$ cat config.mk
export PLATFORM = sky130hd
export DESIGN_NAME = r_to_p_sm
export DESIGN_NICKNAME = d
export VERILOG_FILES = /design/src/rtl/r_to_p_sm.sv
export SDC_FILE = /design/constraint.sdc
export NUM_CORES = 1
export LEC_CHECK = 0
export ABC_CLOCK_PERIOD_IN_PS = 12490
export CAP_MARGIN = 5
export CORE_MARGIN = 8
export CORE_UTILIZATION = 55
export DETAILED_ROUTE_END_ITERATION = 8
export HOLD_SLACK_MARGIN = 0.06
export PLACE_DENSITY = 0.81
export SLEW_MARGIN = 20
export SYNTH_ARGS = -nofsm -noshare
export SYNTH_HDL_FRONTEND = slang
export SYNTH_SLANG_ARGS = --single-unit
$ cat constraint.sdc
create_clock -name CLK -period 12.49 [get_ports CLK]
set_clock_uncertainty 0.15 [all_clocks]
set_input_delay 2.498 -clock CLK [delete_from_list [all_inputs] [get_ports CLK]]
set_output_delay 2.498 -clock CLK [all_outputs]
set_load 0.05 [all_outputs]
$ cat src/rtl/r_to_p_sm.sv
// Rectangular-to-polar converter: iterative CORDIC in vectoring mode, one
// micro-rotation per clock, returning magnitude and binary angle with a done pulse.
module r_to_p_sm #(
    parameter int ITERS = 16
) (
    input  logic        CLK,
    input  logic        RST_N,
    input  logic        start,
    input  logic [15:0] X_in,
    input  logic [15:0] Y_in,
    output logic        busy,
    output logic        done,
    output logic [15:0] Mag_out,
    output logic [15:0] Angle_out
);

    typedef enum logic [2:0] {IDLE, PRE, ITER, SCALE, DONE} state_t;

    localparam logic [3:0] LAST_ITER = 4'(ITERS - 1);

    state_t             state;
    state_t             state_nxt;
    logic [15:0]        x_lat;
    logic [15:0]        y_lat;
    logic signed [17:0] x_ext;
    logic signed [17:0] y_ext;
    logic signed [17:0] x_r;
    logic signed [17:0] y_r;
    logic signed [17:0] x_sh;
    logic signed [17:0] y_sh;
    logic [15:0]        z_r;
    logic [3:0]         iter_cnt;
    logic               accept;

    function automatic logic [15:0] atan_lut(input logic [3:0] idx);
        case (idx)
            4'd0:    atan_lut = 16'd8192;
            4'd1:    atan_lut = 16'd4836;
            4'd2:    atan_lut = 16'd2555;
            4'd3:    atan_lut = 16'd1297;
            4'd4:    atan_lut = 16'd651;
            4'd5:    atan_lut = 16'd326;
            4'd6:    atan_lut = 16'd163;
            4'd7:    atan_lut = 16'd81;
            4'd8:    atan_lut = 16'd41;
            4'd9:    atan_lut = 16'd20;
            4'd10:   atan_lut = 16'd10;
            4'd11:   atan_lut = 16'd5;
            4'd12:   atan_lut = 16'd3;
            4'd13:   atan_lut = 16'd1;
            4'd14:   atan_lut = 16'd1;
            default: atan_lut = 16'd0;
        endcase
    endfunction

    assign accept = start && ((state == IDLE) || (state == DONE));
    assign x_ext  = $signed({{2{x_lat[15]}}, x_lat});
    assign y_ext  = $signed({{2{y_lat[15]}}, y_lat});
    assign x_sh   = x_r >>> iter_cnt;
    assign y_sh   = y_r >>> iter_cnt;

    always_ff @(posedge CLK or negedge RST_N) begin
        if (!RST_N) begin
            state <= IDLE;
        end else begin
            state <= state_nxt;
        end
    end

    always_comb begin
        state_nxt = state;
        busy      = 1'b0;
        done      = 1'b0;
        case (state)
            IDLE: begin
                if (start) state_nxt = PRE;
            end
            PRE: begin
                busy      = 1'b1;
                state_nxt = ITER;
            end
            ITER: begin
                busy = 1'b1;
                if (iter_cnt == LAST_ITER) state_nxt = SCALE;
            end
            SCALE: begin
                busy      = 1'b1;
                state_nxt = DONE;
            end
            DONE: begin
                done      = 1'b1;
                state_nxt = start ? PRE : IDLE;
            end
            default: state_nxt = IDLE;
        endcase
    end

    // Left-half-plane inputs are rotated by 180 degrees first so vectoring always starts with x >= 0.
    always_ff @(posedge CLK or negedge RST_N) begin
        if (!RST_N) begin
            x_lat     <= '0;
            y_lat     <= '0;
            x_r       <= '0;
            y_r       <= '0;
            z_r       <= '0;
            iter_cnt  <= '0;
            Mag_out   <= '0;
            Angle_out <= '0;
        end else begin
            if (accept) begin
                x_lat <= X_in;
                y_lat <= Y_in;
            end
            case (state)
                PRE: begin
                    if (x_lat[15]) begin
                        x_r <= -x_ext;
                        y_r <= -y_ext;
                        z_r <= 16'h8000;
                    end else begin
                        x_r <= x_ext;
                        y_r <= y_ext;
                        z_r <= 16'h0000;
                    end
                    iter_cnt <= '0;
                end
                ITER: begin
                    if (!y_r[17]) begin
                        x_r <= x_r + y_sh;
                        y_r <= y_r - x_sh;
                        z_r <= z_r + atan_lut(iter_cnt);
                    end else begin
                        x_r <= x_r - y_sh;
                        y_r <= y_r + x_sh;
                        z_r <= z_r - atan_lut(iter_cnt);
                    end
                    iter_cnt <= iter_cnt + 4'd1;
                end
                SCALE: begin
                    // 39797/65536 undoes the CORDIC gain; x is never negative here.
                    if ((x_lat == 16'd0) && (y_lat == 16'd0)) begin
                        Mag_out   <= '0;
                        Angle_out <= '0;
                    end else begin
                        Mag_out   <= 16'(({16'b0, x_r} * 34'd39797 + 34'd32768) >> 16);
                        Angle_out <= z_r;
                    end
                end
                default: ;
            endcase
        end
    end

endmodule
==> impl_results.md <==
* Outcome: finished clean
* Register bit count reported by yosys at about 120
* Fin crit period at 7.58 ns
* Number of I/O pins at slightly below 70
* Setup TNS at 0 ns
* Layout area overhead at 10.0%
* Hold EP: Mag_out[14]
* CTS tree: yes
* CP arrival at just under 8 ns
* Port bufs at just under 70
* Setup violators final at 0
* Met1 usage at between 30% and 40%
* Dpl hpwl at approximately 31000 um
* F_max at ~130 MHz
* ANT cells at 0
* Worst Hold Class: flop to flop
* Largest net degree at the start of global routing at approximately 70
* Crit-path max cell delay at roughly 0.75 ns
* RR Startpoint: x_r[6]
* WP data required at between 10 and 15 ns
* Rows at 62
* Vias at around 13000
* Post-Syn Area at 15800 um2
* CP max stage cell: o31ai_1
* Via-to-Cell Ratio at just over 6
* Starting DRT DRC Count at about 1000
* Remaining DRCs at 0
* CP Class: flop to flop
* R2R setup slack at roughly 5 ns
* Remaining global-route overflow at 0
* Core footprint at 28500 um2
* Global placer's final weighted congestion at a little under 1
* RSZ-0062 raised after global routing: false
* Die area at approximately 34000 um2
* Synth Area per Inst at between 9 and 10 um2
* Cts hold-fix bufs at 0
* Vias in the first global route at around 13000
* Initial antenna violation count at 0
* Gr usage total at 25.2%
* Yosys warning total at 0
* Measured slew at the worst slew-check pin at between 1 and 1.5 ns
* Worst Setup SP: x_r[6]
* Reg2Reg Depth at 22
* Antenna-violating nets left at 0
* Num CTS Buffers at 17
* Routed WL at 41700 um
* Endpoint class of the critical path: flop
* Max-slew violations at 0
* WL per Instance at just under 20 um
* Clock Pin Slew Worst Setup and Hold Paths at 0.07 ns
* Worst rel slew slack at roughly a quarter
* H-Tree Level Count at 4
* DR pass1 iterations at 5
* Max cap viols at 0
* Busiest layer in global routing: met2
* Post-CTS Setup Repair Bufs at 0
* Fin crit share at 60.7%
* Die H at around 190 um
* Initial Utilization at 55.5%
* Share of cells above drive strength 1 at 8.13%
* Synthesized instance count at approximately 1700
* Clock sink count at 123
* NumNets Final at just over 2000
* Clock root cell: clkbuf_16
* Reg-to-Reg End: Mag_out[15]
* Die W at 185 um
* Startpoint of the worst hold path: Mag_out[14]
* # resized after CTS at 0
* First-pass GRT wire length at about 68000 um
* Worst Path Max Fanout at 12
* Synth unique cells at between 70 and 80
* Worst-case clock buffer depth at 2
* Mapped Nets at ~2000
* Number of flops mapped to enable cells by yosys at 0
* Fillers at about 2400
* Critical path cell sequence: inv_1 > fa_1 > fa_1 > inv_1 > fa_1 > inv_1 > fa_1 > inv_1 > fa_1 > inv_1 > fa_1 > inv_1 > ha_1 > nand4_1 > a211oi_1 > a211oi_1 > o31ai_1 > a41oi_1 > nor3_1 > o31ai_1 > a21o_1 > a32o_1
* Final Hold Vio Count at 0
* Top_reg_cell synth: dfrtp_1
* Post-synth ARST share at 100%
* Worst-Skew Late Latency at about 0.44 ns
* Hold Path Cell Cnt at 2
* CP Launch Type: flop
* Sequential-to-total area share from yosys stat at slightly below 20%
* Met2 Use GR at 39.4%
* Met3 Track Usage GR at about 5.3%
[critical path: cells and delay by family (launching register included)]
family	cells	cell delay, ns
AOI/OAI and AO/OA	7	2.13
adders and majority gates	7	3.42
buffers and inverters	6	0.51
DFF	1	0.69
and+or+nand+nor	2	0.55
[through the flow]
stage / hold slack [ns] / setup slack, ns / cells / cell area, um2 / util, %
5_1_grt: 0.348 / 4.48 / 2118 / 17400 / 61.1
3_3_place_gp: 0.308 / 5.22 / 2085 / 16800 / 58.9
2_1_floorplan: 0.316 / 6.11 / 1686 / 15800 / -
6_report: 0.323 / 4.91 / 2118 / 17400 / 61.1
4_1_cts: 0.326 / 4.95 / 2117 / 17400 / 61.0
3_5_place_dp: 0.311 / 4.94 / 2085 / 16800 / 58.9
[Yosys cell counts, types with 41 or more instances]
cell type  instances  share of area, %
a21oi_1          105               3.3
clkbuf_1          41              0.97
dfrtp_1          123                19
fa_1             121                15
ha_1             185                15
inv_1            231               5.5
mux2_2            47               3.3
nand2_1          119               2.8
nor2_1            90               2.1
o21ai_0           88               2.8
xnor2_1           65               3.6
xor2_1            53               2.9
[layer usage]
layer,up-vias,part of all wire [%]
met3,62,7.2
met1,6289,44
met2,467,46
met5,-,0
met4,0,2.9
li1,5962,-
[how the worst max path moves through the flow]
| stage | cells past startpoint | endpoint |
|---|---|---|
| 6_report | 22 | Mag_out[15] |
| 5_1_grt | 22 | Mag_out[15] |
| 4_1_cts | 22 | Mag_out[15] |
| 3_5_place_dp | 22 | Mag_out[15] |
| 3_3_place_gp | 22 | Mag_out[15] |
| 2_1_floorplan | 22 | Mag_out[15] |
[cells by family after synthesis]
| kind of cell | Yosys count | share of synthesized area, % |
|---|---|---|
| and+or+nand+nor | 336 | 9.99 |
| adders and majority gates | 306 | 30.0 |
| muxes | 109 | 10.2 |
| DFF | 123 | 19.5 |
| AOI/OAI and AO/OA | 394 | 16.2 |
| buffers and inverters | 300 | 7.58 |
| xor gates and xnor gates | 118 | 6.54 |
[placed cells by master, fill, tap and decap left out, drive strengths merged, types with 65 or more instances in the layout]
| master | Yosys | final |
|---|---|---|
| inv | 234 | 244 |
| ha | 185 | 185 |
| dfrtp | 123 | 123 |
| fa | 121 | 121 |
| nand2 | 119 | 119 |
| a21oi | 106 | 106 |
| nor2 | 90 | 90 |
| o21ai | 88 | 88 |
| clkdlybuf4s50 | 0 | 67 |
| xnor2 | 65 | 65 |
[area by class of cell]
type / instances / area (um2) / share of cell area, %
clock buffers: 17 / 425 / 2.45
clock inverters: 15 / 173 / 0.993
inverters: 234 / 878 / 5.05
multi-input cells: 1263 / 11500 / 66.4
flip-flops and latches: 123 / 3080 / 17.7
well taps: 384 / 480 / 2.76
repair buffers: 82 / 807 / 4.64
[registers in the layout, summed over array words and instances, names as in the netlist]
register and count:
x_r 18, y_lat 16, Angle_out 16, x_lat 16
Mag_out 16, state 3, z_r 16, iter_cnt 4
y_r 18
Power is not shown: default switching activity piles up to over one toggle a cycle in this logic, so the estimate is an artifact.
